**src/rtl/ifetch_sequencer.sv**
```systemverilog
// ifetch_sequencer: issues four byte reads from PC, strobing one IR byte lane per returned byte,
// then pulses fetch_done (or fetch_err on a read timeout) and reports PC+4.
module ifetch_sequencer #(
    parameter int ADDR_W   = 8,
    parameter int MAX_WAIT = 15
) (
    input  logic              ph1,
    input  logic              reset,
    input  logic              start,
    input  logic [ADDR_W-1:0] PC,
    input  logic              MemReady,
    output logic              MemRead,
    output logic [ADDR_W-1:0] MemAddr,
    output logic              IRWrite0,
    output logic              IRWrite1,
    output logic              IRWrite2,
    output logic              IRWrite3,
    output logic              busy,
    output logic              fetch_done,
    output logic              fetch_err,
    output logic [ADDR_W-1:0] PCPlus4
);
    localparam int WW = (MAX_WAIT > 0) ? $clog2(MAX_WAIT + 1) : 1;
    typedef enum logic [2:0] {IDLE, FETCH0, FETCH1, FETCH2, FETCH3, DONE} state_t;
    state_t            state, state_n;
    logic [ADDR_W-1:0] base;
    logic [WW-1:0]     wait_cnt, wait_n;
    logic              err_n, fetching, timeout;
    logic [1:0]        idx;
    assign timeout = (MAX_WAIT != 0) && (wait_cnt == WW'(MAX_WAIT - 1));
    assign idx     = 2'(state - FETCH0);
    // reset gates every combinational output so a mid-fetch reset cannot leak a strobe
    assign fetching   = reset && (state inside {FETCH0, FETCH1, FETCH2, FETCH3});
    assign MemRead    = fetching;
    assign MemAddr    = fetching ? base + ADDR_W'(idx) : '0;
    assign IRWrite0   = fetching && MemReady && (idx == 2'd0);
    assign IRWrite1   = fetching && MemReady && (idx == 2'd1);
    assign IRWrite2   = fetching && MemReady && (idx == 2'd2);
    assign IRWrite3   = fetching && MemReady && (idx == 2'd3);
    assign busy       = reset && (state != IDLE);
    assign fetch_done = reset && (state == DONE);
    always_ff @(posedge ph1) begin
        if (!reset) begin
            state     <= IDLE;
            base      <= '0;
            wait_cnt  <= '0;
            PCPlus4   <= '0;
            fetch_err <= 1'b0;
        end else begin
            state     <= state_n;
            wait_cnt  <= wait_n;
            fetch_err <= err_n;
            if (state == IDLE && start) base <= PC;
            if (state == FETCH3 && MemReady) PCPlus4 <= base + ADDR_W'(4);
        end
    end
    always_comb begin
        state_n = state;
        wait_n  = wait_cnt;
        err_n   = 1'b0;
        if (state == IDLE) begin
            state_n = start ? FETCH0 : IDLE;
            wait_n  = '0;
        end else if (state == DONE) begin
            state_n = IDLE;
        end else if (MemReady) begin
            state_n = (state == FETCH3) ? DONE : state_t'(state + 3'd1);
            wait_n  = '0;
        end else if (timeout) begin
            state_n = IDLE;
            wait_n  = '0;
            err_n   = 1'b1;
        end else begin
            wait_n = wait_cnt + 1'b1;
        end
    end
endmodule

```
**config.mk**
```make
export PLATFORM = sky130hd
export DESIGN_NAME = ifetch_sequencer
export DESIGN_NICKNAME = d
export VERILOG_FILES = /design/src/rtl/ifetch_sequencer.sv
export SDC_FILE = /design/constraint.sdc
export NUM_CORES = 1
export LEC_CHECK = 0
export BUFFER_PORTS_ARGS = -buffer_cell sky130_fd_sc_hd__buf_4
export CORE_MARGIN = 4
export CORE_UTILIZATION = 47
export CTS_BUF_LIST = sky130_fd_sc_hd__clkbuf_16
export CTS_CLUSTER_DIAMETER = 30
export DETAILED_ROUTE_END_ITERATION = 16
export HOLD_SLACK_MARGIN = 0.12
export PLACE_DENSITY = 0.75
export SYNTH_ARGS = -nofsm -noshare
export SYNTH_HDL_FRONTEND = slang
export SYNTH_SLANG_ARGS = --single-unit
```
**constraint.sdc**
```tcl
create_clock -name ph1 -period 1.75 [get_ports ph1]
set_clock_uncertainty 0.05 [all_clocks]
set_input_delay 0.0875 -clock ph1 [delete_from_list [all_inputs] [get_ports ph1]]
set_output_delay 0.0875 -clock ph1 [all_outputs]
set_load 0.01 [all_outputs]
```
# Word-level counts from Yosys, hierarchy flattened
# Index checks and enable logic that the tools add are counted.
[word_totals] register_bits=24 latch_bits=0 ramBits=0 romBits=0 in_bits=12 elab_cells=47 mem_count=0
[op_classes] n_addsub=5 multipliers=0 n_div=0 order_cmp=0 n_eq_ne=9 shifts=0 mux=10 bitwise=1 n_reduce_logical=17
[ops] operator="two-way mux 3 bit" n=5
[ops] operator="logical AND 1 bit" n=10
[ops] operator="adder 8 x 2 -> 8 bit" n=1
[ops] operator="adder 8 x 3 -> 8 bit, second input constant" n=1
[ops] operator="two-way mux 4 bit" n=2
[ops] operator="two-way mux 8 bit" n=1
[ops] operator="nonzero test 4 bit" n=2
[ops] operator="== test 3 x 2 -> 1 bit, second input constant" n=2
[ops] operator="== test 3 bit, second input constant" n=2
[ops] operator="adder 4 x 1 -> 4 bit, second input constant" n=1
[ops] operator="== test 2 bit, second input constant" n=2
[ops] operator="== test 4 bit, second input constant" n=1
[ops] operator="OR reduction 4 bit" n=1
[ops] operator="adder 3 x 1 -> 3 bit, second input constant" n=1
[ops] operator="== test 3 x 1 -> 1 bit, second input constant" n=1
[ops] operator="zero test 3 bit" n=1
[ops] operator="nonzero test 3 bit" n=1
[ops] operator="== test 2 x 1 -> 1 bit, second input constant" n=1
[ops] operator="zero test 2 bit" n=1
[ops] operator="two-way mux 1 bit" n=2
[ops] operator="OR reduction 2 bit" n=1
[ops] operator="subtractor 2 x 1 -> 2 bit, second input constant" n=1
[ops] operator="inverter 1 bit" n=1

# Depth between registers and ports, before layout
[logic_depth] ltp_word=5 ltp_mapped=7

# Worst setup path before layout
# Ideal clock, no wire load.
[synth_timing] kind="register -> output" start="register state[0]" end="output port MemAddr[7]" arrival_ns=1.921 t_required_ns=1.612 slack_ns=-0.309 path_stages_with_launch=8 n_path_buf=0 path_cell_list="dfxtp_1 > inv_1 > ha_1 > inv_1 > ha_1 > a21oi_1 > or4_1 > a21oi_1"
[synth_via] elab_chain_cells=4
[synth_rtl] item="start: declaration" line="25" rtl="state_t state, state_n;"
[synth_rtl] item="start signal: assignment" line="50" rtl="state <= state_n;"
[synth_rtl] item="parallel branches: the longest is 3 deep, another holds adder 8 x 2 -> 8 bit"
[synth_rtl] item="two-way mux 8 bit (*)" line="35" rtl="assign MemAddr = fetching ? base + ADDR_W'(idx) : '0;"
[synth_rtl] item="end: declaration" line="13" rtl="output logic [ADDR_W-1:0] MemAddr,"
# Mark *: on every way between the ends.

# Worst setup path in the final report
# Same ends and word-level chain as after synthesis.

==> run summary <==
Net switching power: 0.000410 W
EDFF count, synth: 0
Hold Crit Depth: 2
Cell Chain, Critical Path: inv_4, ha_4, inv_2, ha_4, a21oi_2, or4_4, a21oi_2, buf_4
Flop-to-flop setup slack: 0.02 ns
Max Buffers Root-to-Sink: 2
Die Width: 63.5 um
Slew Viols, Final: 0
Post-route setup slack: -0.369 ns
Area of the mapped netlist: 1450 um2
Cell Rows: 19
Final setup fails: 13
Initial Util: 50.7%
Register area share after synthesis: 33.2%
Period utilisation layout: 121%
Synth warn: 0
Placed Instance Area: 1860 um2
Post-Syn Instances: 163
Die H: 63.5 um
Routability-driven placement congestion ratio: 0.807
H-Tree Depth: 1
N_diodes: 0
R2R cell count: 8
Synth Register Bits: 24
Syn Nets: 187
Initial antenna violation count: 0
Slowest Stage Delay on Critical Path: 0.42 ns
Worst skew pair latency: 0.26 ns
Synth Flop Type: dfxtp_1
Seq pwr share: 35.9%
Slowest cell on the critical path: or4_4
Routed length per instance: 17.3 um
Total core area: 2850 um2
Data arrival time of the critical path: 1.98 ns
Gr ovfl total: 0
Most frequent cells in the layout: buf_4, dfxtp_1, buf_6, mux2i_1, nor2b_1
Post-synth ARST share: 0%
Reg-to-Reg End: base[6]
R2R Path Start: state[0]
Reg clk slew, reported paths: 0.06 ns
Crit end category: output port
Commonest non-fill, non-tap cell in the layout: buf_4
Fin crit period: 2.12 ns
Leak pwr: 0.981 nW
Worst-path maximum fanout: 4
Initial drt markers: 85
Share of cells above drive strength 1: 45.7%
Worst hold margin: 0.140 ns
Logic gate share of total power: 24.5%
Power Density: 706 nW/um2
Sw Share: 25.0%
Clk root buf: clkbuf_16
DRC: 0
Min-delay worst type: in2reg
Final #Nets: 248
Slew HR: 71.9%
DR vias: 1,474
Internal: 0.00123 W
Setup CP Type: reg2out
Via density: 5.80
First-pass GRT wire length: 6.73 mm
Critical Path Start: state[0]
Router iterations before antenna repair: 4
HPWL Detailed: 2.62 mm
Mean Syn Cell Area: 8.88 um2
IO Pins: 36
Largest net degree at the start of global routing: 23
Clock Power Share: 39.6%
Peak supply drop: 576 uV
I/O Buffers: 35
Post-Route WL: 4.40 mm
Outcome: complete, but fails checks
CTS buffer count: 3
Design area: 2320 um2
Final hold vios: 0
All-layer global routing usage: 20.5%
Setup TNS: -3.76 ns
Worst Setup Start Kind: register
Final ANT Viol Nets: 0
Hold path start: reset
Die ar.: 4030 um2
WP data required: 1.61 ns
Area Growth Syn to Fin: 60.4%
Maxcap violations: 0
Violations in the final reports: setup timing
Vias in the first global route: 1,434
Fmax achieved: 472 MHz
Worst hold endpoint: state[0]
RSZ-0062 raised after global routing: yes
CTS tree: yes
Actual slew at the worst max-slew pin: 0.420 ns
Count of different cell masters after synthesis: 42
Total clock sinks: 24
power groups by stage:
| stage | Clock, W | Combinational [W] | Sequential (W) |
|---|---|---|---|
| 2_1_floorplan | 0 | 0.000170 | 0.000596 |
| 3_3_place_gp | 0 | 0.000269 | 0.000600 |
| 3_5_place_dp | 0 | 0.000277 | 0.000601 |
| 4_1_cts | 0.000663 | 0.000352 | 0.000586 |
| 5_1_grt | 0.000677 | 0.000434 | 0.000591 |
| 6_report | 0.000649 | 0.000402 | 0.000588 |
routing by layer:
metal,up-vias,part of all wire [%],track usage [%]
li1,694,-,-
met5,-,0,0
met4,0,2.6,9.43
met2,64,48,32.3
met1,702,44,26.0
met3,14,6.1,5.15
cells in the mapped netlist (2+ instances only):
cell type | count | area [um2]
ha_1 | 11 | 138
nand3_2 | 2 | 20.0
a21oi_1 | 11 | 55.1
nand3_1 | 6 | 30.0
buf_2 | 3 | 15.0
nand2b_1 | 3 | 18.8
nor2_1 | 5 | 18.8
dfxtp_1 | 24 | 480
xnor2_1 | 2 | 17.5
and3_2 | 2 | 15.0
o211a_1 | 2 | 20.0
xor2_1 | 4 | 35.0
mux2i_1 | 11 | 110
nand3b_1 | 2 | 15.0
or3_1 | 3 | 18.8
inv_1 | 8 | 30.0
nand2_1 | 10 | 37.5
nor2b_1 | 12 | 75.1
a22oi_1 | 2 | 15.0
nand4b_1 | 2 | 17.5
clkbuf_1 | 4 | 15.0
o31ai_1 | 2 | 15.0
a31oi_1 | 2 | 12.5
nor4bb_1 | 2 | 20.0
or4_1 | 2 | 15.0
and3_1 | 5 | 31.3
o21ai_0 | 6 | 30.0
flip-flops by register name, summed over array words and instances (netlist names):
register and cells:
PCPlus4 8, base 8, fetch_err 1, state 3, wait_cnt 4
layout make-up:
class                   instances  area, um2
inverters                       9       41.3
repair buffers                 66        583
fillers                       169        531
flip-flops and latches         24        488
clock inverters                 1       30.0
clock buffers                   3       75.1
multi-input cells             120       1070
well taps                      31       38.8
through the flow:
stage,setup slack (ns),power [W],instances,util (%)
final,-0.369,0.00164,254,81.4
after detailed placement,-0.0967,0.000879,234,65.2
after floorplan,0.000488,0.000766,163,-
after CTS,-0.341,0.00160,251,77.3
after global placement,-0.0695,0.000869,234,65.2
after global routing,-0.460,0.00170,254,81.4
how the worst max path moves through the flow:
| stage | slack [ns] | cells after the start | endpoint |
|---|---|---|---|
| global route | -0.46 | 9 | MemAddr[5] |
| floorplan | 0.0005 | 7 | MemAddr[7] |
| CTS | -0.34 | 8 | MemAddr[7] |
| global placement | -0.07 | 8 | MemAddr[7] |
| detailed placement | -0.1 | 9 | MemAddr[7] |
| finish | -0.37 | 8 | MemAddr[7] |
timing repair:
| item | in CTS | in global routing |
|---|---|---|
| setup endpoints to repair | 14 | 29 |
| hold endpoints to repair | 10 | 0 |
| hold buffers | 9 | 0 |
| resized for setup | 31 | 18 |
| pin swaps | 13 | 8 |
| setup buffers | 4 | 4 |
logic make-up after synthesis:
kind of cell | count (synthesis) | share of synthesized area (%)
multiplexers | 11 | 7.61
buffers and inverters | 19 | 6.05
adder cells (fa/ha/maj) | 12 | 10.9
AND/OR/NAND/NOR | 62 | 26.0
AO/OA/AOI/OAI | 29 | 12.6
XOR/XNOR | 6 | 3.63
flip-flops | 24 | 33.2
critical path: cells and delay by family, from the launching register on:
family / cells / cell delay (ns)
fa+ha+maj: 2 / 0.53
simple gates: 1 / 0.42
compound gates: 2 / 0.18
flops: 1 / 0.36
buf+inv: 3 / 0.22
No activity file was read; power rests on OpenSTA's default activity.
